==> config.mk <==
export PLATFORM = sky130hd
export DESIGN_NAME = serial_cmd_parser
export DESIGN_NICKNAME = d
export VERILOG_FILES = /design/src/rtl/serial_pkg.sv /design/src/rtl/serial_payload_buffer.sv /design/src/rtl/serial_cmd_parser.sv
export SDC_FILE = /design/constraint.sdc
export NUM_CORES = 1
export LEC_CHECK = 0
export CAP_MARGIN = 20
export CORE_MARGIN = 1
export CORE_UTILIZATION = 54
export DETAILED_ROUTE_END_ITERATION = 12
export GPL_TIMING_DRIVEN = 0
export PLACE_DENSITY = 0.75
export SYNTH_ARGS = -nofsm -noshare
export SYNTH_HDL_FRONTEND = slang
export SYNTH_SLANG_ARGS = --single-unit
export TNS_END_PERCENT = 50
==> constraint.sdc <==
create_clock -name i_Clock -period 2.15 [get_ports i_Clock]
set_input_delay 0.3225 -clock i_Clock [delete_from_list [all_inputs] [get_ports i_Clock]]
set_output_delay 0.3225 -clock i_Clock [all_outputs]
set_load 0.05 [all_outputs]
==> src/rtl/serial_pkg.sv <==
// rtl/serial_pkg.sv - shared framing definitions for the serial command link
package serial_pkg;

    typedef enum logic [2:0] {
        S_SYNC,
        S_CMD,
        S_LEN,
        S_PAYLOAD,
        S_CHECK,
        S_HOLD
    } state_t;

    localparam logic [7:0] SYNC_BYTE = 8'hA5;

    // Byte offsets within a frame; checksum follows the payload.
    localparam int FIELD_SYNC     = 0;
    localparam int FIELD_CMD      = 1;
    localparam int FIELD_LEN      = 2;
    localparam int FIELD_PAYLOAD  = 3;
    localparam int FRAME_OVERHEAD = 4;

    function automatic logic [7:0] csum_add(input logic [7:0] sum, input logic [7:0] data);
        return sum + data;
    endfunction

endpackage

==> src/rtl/serial_payload_buffer.sv <==
// rtl/serial_payload_buffer.sv - simple dual-port payload RAM, registered read
module serial_payload_buffer #(
    parameter int DEPTH = 16,
    parameter int AW    = $clog2(DEPTH)
) (
    input  logic          i_Clock,
    input  logic          wr_en,
    input  logic [AW-1:0] wr_addr,
    input  logic [7:0]    wr_data,
    input  logic [AW-1:0] rd_addr,
    output logic [7:0]    rd_data
);

    logic [7:0] mem [DEPTH];

    // No reset on the array or read port so the RAM maps onto block memory.
    always_ff @(posedge i_Clock) begin
        if (wr_en) begin
            mem[wr_addr] <= wr_data;
        end
        rd_data <= mem[rd_addr];
    end

endmodule

==> src/rtl/serial_cmd_parser.sv <==
// rtl/serial_cmd_parser.sv - frames UART bytes into checksummed command packets
module serial_cmd_parser
    import serial_pkg::*;
#(
    parameter int CLOCK_FREQUENCY = 48000000,
    parameter int BAUDRATE        = 115200,
    parameter int MAX_PAYLOAD     = 16,
    parameter int TIMEOUT_BYTES   = 4
) (
    input  logic                             i_Clock,
    input  logic                             i_Reset,
    input  logic                             i_Rx_DV,
    input  logic [7:0]                       i_Rx_Byte,
    output logic                             o_Cmd_Valid,
    input  logic                             i_Cmd_Ack,
    output logic [7:0]                       o_Cmd,
    output logic [$clog2(MAX_PAYLOAD+1)-1:0] o_Len,
    input  logic [$clog2(MAX_PAYLOAD)-1:0]   i_Rd_Addr,
    output logic [7:0]                       o_Rd_Data,
    output logic                             o_Busy,
    output logic                             o_Err_Checksum,
    output logic                             o_Err_Length,
    output logic                             o_Err_Timeout,
    output logic                             o_Err_Overrun
);

    localparam int CLKS_PER_BIT   = CLOCK_FREQUENCY / BAUDRATE;
    localparam int TIMEOUT_CYCLES = TIMEOUT_BYTES * 10 * CLKS_PER_BIT;
    localparam int TW             = $clog2(TIMEOUT_CYCLES + 1);
    localparam int LW             = $clog2(MAX_PAYLOAD + 1);
    localparam int AW             = $clog2(MAX_PAYLOAD);
    localparam logic [7:0] MAX_LEN_BYTE = 8'(MAX_PAYLOAD);

    state_t          state;
    logic [7:0]      cmd_q;
    logic [7:0]      sum_q;
    logic [LW-1:0]   len_q;
    logic [LW-1:0]   idx_q;
    logic [TW-1:0]   timer_q;
    logic            timer_active;
    logic            timeout_hit;
    logic            wr_en;
    logic            unused_idx;

    assign timer_active = (state != S_SYNC) && (state != S_HOLD);
    assign timeout_hit  = timer_active && !i_Rx_DV && (timer_q == TW'(TIMEOUT_CYCLES - 1));
    assign wr_en        = (state == S_PAYLOAD) && i_Rx_DV;
    assign unused_idx   = ^idx_q;

    // Gap timer: any strobe restarts it, and it idles at zero outside a partial frame.
    always_ff @(posedge i_Clock) begin
        if (i_Reset || !timer_active || i_Rx_DV || timeout_hit) begin
            timer_q <= '0;
        end else begin
            timer_q <= timer_q + TW'(1);
        end
    end

    always_ff @(posedge i_Clock) begin
        if (i_Reset) begin
            state          <= S_SYNC;
            cmd_q          <= '0;
            sum_q          <= '0;
            len_q          <= '0;
            idx_q          <= '0;
            o_Cmd_Valid    <= 1'b0;
            o_Cmd          <= '0;
            o_Len          <= '0;
            o_Busy         <= 1'b0;
            o_Err_Checksum <= 1'b0;
            o_Err_Length   <= 1'b0;
            o_Err_Timeout  <= 1'b0;
            o_Err_Overrun  <= 1'b0;
        end else begin
            o_Err_Checksum <= 1'b0;
            o_Err_Length   <= 1'b0;
            o_Err_Timeout  <= 1'b0;
            o_Err_Overrun  <= 1'b0;
            if (timeout_hit) begin
                state         <= S_SYNC;
                o_Busy        <= 1'b0;
                o_Err_Timeout <= 1'b1;
            end else if (state == S_HOLD && i_Cmd_Ack) begin
                // Release and hunt in the same cycle so a coincident sync byte is not lost.
                o_Cmd_Valid <= 1'b0;
                if (i_Rx_DV && i_Rx_Byte == SYNC_BYTE) begin
                    state  <= S_CMD;
                    o_Busy <= 1'b1;
                end else begin
                    state  <= S_SYNC;
                    o_Busy <= 1'b0;
                end
            end else if (i_Rx_DV) begin
                case (state)
                    S_SYNC: begin
                        if (i_Rx_Byte == SYNC_BYTE) begin
                            state  <= S_CMD;
                            o_Busy <= 1'b1;
                        end
                    end
                    S_CMD: begin
                        cmd_q <= i_Rx_Byte;
                        sum_q <= i_Rx_Byte;
                        state <= S_LEN;
                    end
                    S_LEN: begin
                        sum_q <= csum_add(sum_q, i_Rx_Byte);
                        len_q <= i_Rx_Byte[LW-1:0];
                        idx_q <= '0;
                        if (i_Rx_Byte > MAX_LEN_BYTE) begin
                            state        <= S_SYNC;
                            o_Busy       <= 1'b0;
                            o_Err_Length <= 1'b1;
                        end else if (i_Rx_Byte == 8'd0) begin
                            state <= S_CHECK;
                        end else begin
                            state <= S_PAYLOAD;
                        end
                    end
                    S_PAYLOAD: begin
                        sum_q <= csum_add(sum_q, i_Rx_Byte);
                        idx_q <= idx_q + LW'(1);
                        if (idx_q == len_q - LW'(1)) begin
                            state <= S_CHECK;
                        end
                    end
                    S_CHECK: begin
                        if (i_Rx_Byte == sum_q) begin
                            state       <= S_HOLD;
                            o_Cmd_Valid <= 1'b1;
                            o_Cmd       <= cmd_q;
                            o_Len       <= len_q;
                        end else begin
                            state          <= S_SYNC;
                            o_Busy         <= 1'b0;
                            o_Err_Checksum <= 1'b1;
                        end
                    end
                    S_HOLD: begin
                        o_Err_Overrun <= 1'b1;
                    end
                    default: begin
                        state  <= S_SYNC;
                        o_Busy <= 1'b0;
                    end
                endcase
            end
        end
    end

    serial_payload_buffer #(
        .DEPTH (MAX_PAYLOAD),
        .AW    (AW)
    ) u_payload_buffer (
        .i_Clock (i_Clock),
        .wr_en   (wr_en),
        .wr_addr (idx_q[AW-1:0]),
        .wr_data (i_Rx_Byte),
        .rd_addr (i_Rd_Addr),
        .rd_data (o_Rd_Data)
    );

endmodule
==> results of run 1 <==
## cell type report
| type | instances | share of cell area, % |
|---|---|---|
| inverters | 10 | 0.382 |
| repair buffers | 50 | 4.84 |
| well taps | 184 | 2.34 |
| multi-input cells | 358 | 30.6 |
| flip-flops and latches | 199 | 53.7 |
| plain buffers | 30 | 1.84 |
| clock inverters | 13 | 1.72 |
| clock buffers | 19 | 4.61 |
## sequential cells by signal, indices dropped and copies added, names as in the netlist
name and cells:
u_payload_buffer.mem 128, timer_q 15, cmd_q 8, o_Cmd 8, sum_q 8, u_payload_buffer.rd_data 8
idx_q 5, len_q 5, o_Len 5, state 3, o_Busy 1, o_Cmd_Valid 1
o_Err_Checksum 1, o_Err_Length 1, o_Err_Overrun 1, o_Err_Timeout 1
## through the flow
step | worst slack [ns] | setup TNS [ns] | total power [mW] | instance area (um^2)
3_3_place_gp | -1.43 | -113.00 | 4.56 | 8950
6_report | -0.197 | -2.21 | 7.74 | 9820
5_1_grt | -0.291 | -3.78 | 7.97 | 9820
3_5_place_dp | -1.55 | -109.74 | 4.57 | 8980
4_1_cts | -0.181 | -3.38 | 7.77 | 9720
2_1_floorplan | -0.120 | -1.08 | 4.41 | 8340
## worst min-delay path by stage
| stage | slack, ns | startpoint | cells past startpoint | end |
|---|---|---|---|---|
| 6_report | 0.15 | i_Reset | 4 | sum_q[6]$_SDFFE_PP0P_ |
| 5_1_grt | 0.16 | i_Reset | 4 | sum_q[6]$_SDFFE_PP0P_ |
| 4_1_cts | 0.16 | i_Reset | 4 | sum_q[6]$_SDFFE_PP0P_ |
| 3_5_place_dp | 0.43 | timer_q[0]$_SDFF_PP0_ | 1 | timer_q[0]$_SDFF_PP0_ |
| 3_3_place_gp | 0.42 | timer_q[0]$_SDFF_PP0_ | 1 | timer_q[0]$_SDFF_PP0_ |
| 2_1_floorplan | 0.41 | timer_q[0]$_SDFF_PP0_ | 1 | timer_q[0]$_SDFF_PP0_ |
## placed cells by master, fill, tap and decap left out, types with 5 or more instances in the layout
cell / netlist / layout
clkdlybuf4s50_1: 0 / 30
a21oi_1: 24 / 24
clkbuf_16: 0 / 17
nor2_4: 0 / 10
clkbuf_1: 19 / 13
buf_6: 4 / 5
nand2b_1: 6 / 6
edfxtp_1: 128 / 128
a211oi_1: 7 / 7
nor3_1: 17 / 12
xor2_1: 11 / 11
mux2i_1: 19 / 18
nand2_1: 50 / 49
mux4_2: 40 / 40
xnor2_1: 10 / 10
buf_4: 1 / 11
ha_1: 13 / 10
nor2_1: 75 / 62
nand3_1: 8 / 7
dfxtp_1: 71 / 68
buf_2: 4 / 7
o21ai_0: 16 / 16
inv_1: 10 / 10
## report_power, final
group	switching (mW)	total [mW]	internal, mW
Sequential	0.00611	4.08	4.07
Combinational	0.245	0.400	0.155
Clock	1.45	3.26	1.81
Total	1.70	7.74	6.04
## critical path, delay by kind of cell, from the launching register on
| family | cells | cell delay, ns |
|---|---|---|
| buffers and inverters | 2 | 0.26 |
| flip-flops | 1 | 0.36 |
| AND/OR/NAND/NOR | 5 | 1.19 |
| adder cells (fa/ha/maj) | 1 | 0.22 |
| multiplexers | 1 | 0.20 |
## per-layer routing
metal	vias to the layer above	GRT usage (%)	wire length (um)
li1	2364	-	-
met1	2491	31.1	7570
met2	182	40.5	8860
met3	25	4.33	846
met4	0	8.22	286
met5	-	0	0
## timing repair
item,4_1_cts,5_1_grt
buffers inserted,4,3
endpoints found under the setup margin,158,159
cloned,1,0
gates resized for setup,56,28
pin swaps,2,2
## cells by family (layout without fill, tap and decap cells)
family          after synthesis  after routing
buf+inv                      42            122
fa+ha+maj                    14             14
mux                          59             59
simple gates                196            196
flops                       199            199
xor+xnor                     21             21
compound gates               68             68
==> results.md, run 1 <==
- Status: complete, but fails checks
- Failing checks: negative setup slack
- Critical Path AT: 2.66 ns
- CTS clock-pin slew for the worst setup and hold paths: 0.07 ns
- Final Instance Count excl. Fillers: about 860
- Ant diodes: 0
- Initial antenna violation count: 0
- Die ar.: 15800 um^2
- Crit-path cells: ha_4 -> or4_4 -> nor4_4 -> and3_4 -> and2b_1 -> buf_6 -> buf_12 -> mux2i_1 -> nor2_1
- Minimum clock period: approximately 2.3 ns
- Post-route ant nets: 0
- Final Hold Viols: 0
- DP Cell Count: 825
- Final slew viol count: 0
- DRC viols: 0
- Filler cell count: 1051
- Nets: 696
- Slowest CP cell: or4_4
- Area leader, netlist: edfxtp_1
- RSZ-0062 raised after global routing: true
- Post-synth EDFFs: approximately 130
- Die Width: roughly 130 um
- Layout cells sized above 1: 20.9%
- Proportion of synthesized area in mux cells: roughly an eighth
- IO Count: 43
- CTS root buffer: clkbuf_16
- IO Port Bufs: 38
- Initial drt markers: 467
- Largest cells by area after synthesis: edfxtp_1 46%, dfxtp_1 17%, mux4_2 11%, nor2_1 3.4%, mux2i_1 2.3%
- Area share of and/or/nand/nor cells after synthesis: 11.1%
- Final setup fails: 14
- CP Launch Type: register
- 1st-pass router iterations: 5
- HP Class: in2reg
- Drt via density: 5.87
- Seq/Total Area, Yosys: 63.5%
- WP data required: about 2.5 ns
- Synth Cell Area: 8290 um^2
- Clock Skew: 0.0108 ns
- Gr usage total: 23.8%
- Multi-input logic area: roughly 3000 um^2
- Max incr delay on CP: 0.53 ns
- Routability-driven placement congestion ratio: 0.881
- WL final: 17.6 mm
- Most common cell in the netlist: edfxtp_1
- CTS buffer count: 17
- Worst setup path endpoint: o_Cmd[5]$_SDFFE_PP0P_
- Setup WS post-layout: -0.197 ns
- Worst setup EP type: register
- Final cycle utilization of the critical path: 109%
- Predominant post-synthesis flop cell: edfxtp_1
- Vias after detailed routing: roughly 5000
- Yosys top cell area share: 46.4%
- Core Util, Final: 66.5%
- Flop2flop setup slack: -0.20 ns
- Async SR Flop Fraction: 0%
- Sequential Area: 5270 um^2
- Max_slew headroom: 56.6%
- Vias in the first global route: 5148
- Max_cap viols: 0
- Worst-path fanout max: 6
- Core area: 14800 um^2
- H-tree lvl count: 4
- Gate Count Post-Synth: 599
- Reg-to-Reg Start: sum_q[5]$_SDFFE_PP0P_
- WHS: 0.153 ns
- CP startpoint: sum_q[5]$_SDFFE_PP0P_
- Yosys warnings: 0
- Die H: 126 um
- #FFs+latches synth: 199
- Worst-Skew Late Latency: 0.44 ns
- Initial core utilization: a little under three fifths
- Synth Area in Compound Gates: around 5.1%
- Leak Pwr: around 3.2 nW
- Most frequent cells after synthesis: 128 x edfxtp_1, 75 x nor2_1, 71 x dfxtp_1
- First-pass GRT wire length: 27.9 mm
- Peak supply drop: 560 uV
- Yosys cell types: 57
- Syn avg cell area: 13.8 um^2
- CTS Buffer Depth: 2
- Xor/xnor share of the synthesized area: 2.22%
- Pwr/cell area: 788 nW/um^2
- CTS sink cnt: 199
- Routed len/inst: 20.3 um
- Area grow syn2layout: 18.5%
- Critical path class: reg2reg
- Syn_nets: between 600 and 700
- Total congestion overflow: 0
- Worst r2r dst: o_Cmd[5]$_SDFFE_PP0P_
- Number of placement rows: between 40 and 50
- Worst slew pin tran: 0.651 ns
- CTS tree: done
- Worst Reg-to-Reg Cells: 9
- DP HPWL: 11.5 mm
- Pin count of the biggest net entering global routing: 25
- Post-CTS Hold Fix Bufs: 0
- Largest family of logic cells by synthesized area: multiplexers
- Max Clk Rate: 426 MHz
- Adder-cell area share of the yosys netlist: 2.20%
(Power assumes the default switching activity.)
==> inputs of run 2 (changes only) <==
Settings changed: GPL_TIMING_DRIVEN 0 to 1.
==> run 2 against run 1 <==
Net effect:
- the run still ends with negative setup slack left
- sequential power hardly changed
- maximum frequency is 2.8% higher
- combinational power rose by 11%
- total power shrank 5.1%
- wire length up 6.7%
- non-clock buffer count grew 34
- clock skew grew 0.00077 ns
- largest cell class unchanged
- largest power group unchanged
- highest routed layer unchanged
==> results.md, run 2 (synthesis results as in run 1) <==
- Initial core utilization: 56.2% (unchanged)
- Most common cell after layout, fill and taps aside: edfxtp_1
- Max reg flops: 128 (unchanged)
- DP HPWL: 12.2 mm (+6.1%)
- Overall power: 7.35 mW (-5.1%)
- Final cycle utilization of the critical path: 106% (-2.9 points)
- Flop2flop setup slack: -0.13 ns (+0.06 ns)
- Worst setup EP type: register
- Worst r2r dst: o_Cmd[6]$_SDFFE_PP0P_
- Routed len/inst: 20.9 um (+2.7%)
- Die Width: 126 um (unchanged)
- IO Count: 43 (unchanged)
- Critical Path AT: 2.58 ns (-0.08 ns)
- Power share of the sequential group: 55.6% (+2.9 points)
- CTS clock-pin slew for the worst setup and hold paths: 0.06 ns (about the same)
- WL final: 18.7 mm (+6.7%)
- IO Port Bufs: 42 (+11%)
- Worst-Skew Late Latency: 0.43 ns (about the same)
- Worst Reg-to-Reg Cells: 8 (-1)
- Clock Skew: 0.0116 ns (+0.000770 ns)
- Number of placement rows: 44 (unchanged)
- Pin count of the biggest net entering global routing: 44 (+76%)
- Die H: 126 um (unchanged)
- Layout cells sized above 1: 22.3% (+1.4 points)
- Worst slew pin tran: 0.589 ns (-0.0611 ns)
- Reg-to-Reg Start: sum_q[3]$_SDFFE_PP0P_
- Minimum clock period: 2.28 ns (-0.0629 ns)
- DP Cell Count: 859 (+4.1%)
- WP data required: 2.45 ns (about the same)
- Multi-input logic area: 2900 um^2 (-3.6%)
- Hold path endpoint: timer_q[0]$_SDFF_PP0_
- Initial antenna violation count: 0 (unchanged)
- Sw frac: 21.8% (-0.17 points)
- Switch Pwr: 1.60 mW (-5.8%)
- RSZ-0062 raised after global routing: true
- Vias after detailed routing: 5357 (+5.8%)
- Max_slew headroom: 60.6% (+4.0 points)
- CTS sink cnt: 199 (unchanged)
- Pwr/cell area: 737 nW/um^2 (-6.5%)
- Vias in the first global route: 5358 (+4.1%)
- Status: complete, but fails checks
- Final setup fails: 13 (-1)
- CTS buffer count: 17 (unchanged)
- Final Instance Count excl. Fillers: 897 (+3.9%)
- Filler cell count: 1024 (-2.6%)
- Critical path class: reg2reg
- Drt via density: 5.97 (+1.8%)
- Largest Register: u_payload_buffer.mem
- Routability-driven placement congestion ratio: 0.854 (-3.1%)
- Failing checks: negative setup slack
- Worst-path fanout max: 7 (+1)
- Peak supply drop: 549 uV (-2.0%)
- Die ar.: 15800 um^2 (unchanged)
- Total congestion overflow: 0 (unchanged)
- CTS root buffer: clkbuf_16
- Gr usage total: 25.0% (+1.2 points)
- Post-CTS Hold Fix Bufs: 0 (unchanged)
- Max_cap viols: 0 (unchanged)
- Initial drt markers: 511 (+9.4%)
- Gate power share: 6.1% (+0.9 points)
- Final Hold Viols: 0 (unchanged)
- Max Clk Rate: 438 MHz (+2.8%)
- Leak Pwr: 3.40 nW (+6.4%)
- Clock power frac: 38.4% (-3.7 points)
- CTS Buffer Depth: 2 (unchanged)
- Setup WS post-layout: -0.134 ns (+0.0629 ns)
- Sequential Area: 5270 um^2 (unchanged)
- Ant diodes: 0 (unchanged)
- DRC viols: 0 (unchanged)
- Core area: 14800 um^2 (unchanged)
- CP Launch Type: register
- First-pass GRT wire length: 29.2 mm (+4.5%)
- WHS Path Cells: 1 (-3)
- H-tree lvl count: 4 (unchanged)
- Internal power: 5.75 mW (-4.9%)
- HP Class: reg2reg
- Hold wc startpoint: timer_q[0]$_SDFF_PP0_
- Final slew viol count: 0 (unchanged)
- CTS tree: done
- Post-route ant nets: 0 (unchanged)
- Largest regs: u_payload_buffer.mem (128), timer_q (15)
- Most frequent cells in the layout: 128 x edfxtp_1, 74 x nor2_1, 68 x dfxtp_1
- Nets: 730 (+4.9%)
- 1st-pass router iterations: 5 (unchanged)
- Area grow syn2layout: 20.3%
## run 2: what timing repair did
| item | 4_1_cts | 5_1_grt |
|---|---|---|
| cloned | 0 | 1 |
| endpoints found under the setup margin | 17 | 35 |
| gates resized for setup | 6 | 9 |
| buffers inserted | 2 | 4 |
| pin swaps | 3 | 3 |
## run 2: through the flow
| step | setup TNS (ns) | setup WS (ns) | util (%) | hold slack [ns] | area [um^2] |
|---|---|---|---|---|---|
| final | -1.41 | -0.134 | 67.6 | 0.446 | 9970 |
| after global routing | -2.54 | -0.216 | 67.6 | 0.460 | 9970 |
| after CTS | -1.00 | -0.123 | 66.9 | 0.449 | 9880 |
| after detailed placement | -15.84 | -0.841 | 63.4 | 0.434 | 9350 |
| after global placement | -13.96 | -0.797 | 63.4 | 0.421 | 9350 |
| after floorplan | -1.08 | -0.120 | - | 0.413 | 8340 |
## run 2: routing by layer
| metal | routed length [um] | up-vias | global-route usage [%] |
|---|---|---|---|
| met1 | 7500 | 2659 | 31.6 |
| met5 | 0 | - | 0 |
| li1 | - | 2438 | - |
| met4 | 401 | 0 | 8.58 |
| met2 | 9740 | 223 | 43.4 |
| met3 | 1100 | 37 | 5.10 |
## run 2: power groups by stage
| stage | combinational (mW) | sequential (mW) | clock, mW |
|---|---|---|---|
| floorplan | 0.183 | 4.23 | 0 |
| global placement | 0.429 | 4.17 | 0 |
| detailed placement | 0.441 | 4.17 | 0 |
| CTS | 0.441 | 4.08 | 2.87 |
| global route | 0.472 | 4.08 | 3.03 |
| finish | 0.445 | 4.08 | 2.82 |
## run 2: worst max path at each step
stage / end / startpoint / depth (start not counted) / slack, ns
after detailed placement: o_Cmd[6]$_SDFFE_PP0P_ / i_Rx_Byte[5] / 9 / -0.84
after global placement: o_Cmd[6]$_SDFFE_PP0P_ / i_Rx_Byte[5] / 9 / -0.80
after CTS: o_Cmd[6]$_SDFFE_PP0P_ / sum_q[5]$_SDFFE_PP0P_ / 8 / -0.12
after floorplan: o_Cmd[1]$_SDFFE_PP0P_ / i_Rx_Byte[6] / 9 / -0.12
after global routing: o_Cmd[6]$_SDFFE_PP0P_ / sum_q[3]$_SDFFE_PP0P_ / 8 / -0.22
final: o_Cmd[6]$_SDFFE_PP0P_ / sum_q[3]$_SDFFE_PP0P_ / 8 / -0.13
## run 2: worst max-delay path, cell delays in order, from the launching register on
cell	delay [ns]
dfxtp_1	0.32
ha_1	0.34
or4_4	0.44
nor4_4	0.20
and3_4	0.24
and2b_2	0.21
buf_12	0.14
mux2i_1	0.20
nor2_1	0.07
## run 2: layout make-up
cell class | instances | share of cell area (%)
Sequential cell | 199 | 52.9
Timing Repair Buffer | 114 | 10.2
Clock buffer | 21 | 4.42
Multi-Input combinational cell | 358 | 29.0
Tap cell | 184 | 2.31
Inverter | 10 | 0.377
Clock inverter | 11 | 0.741
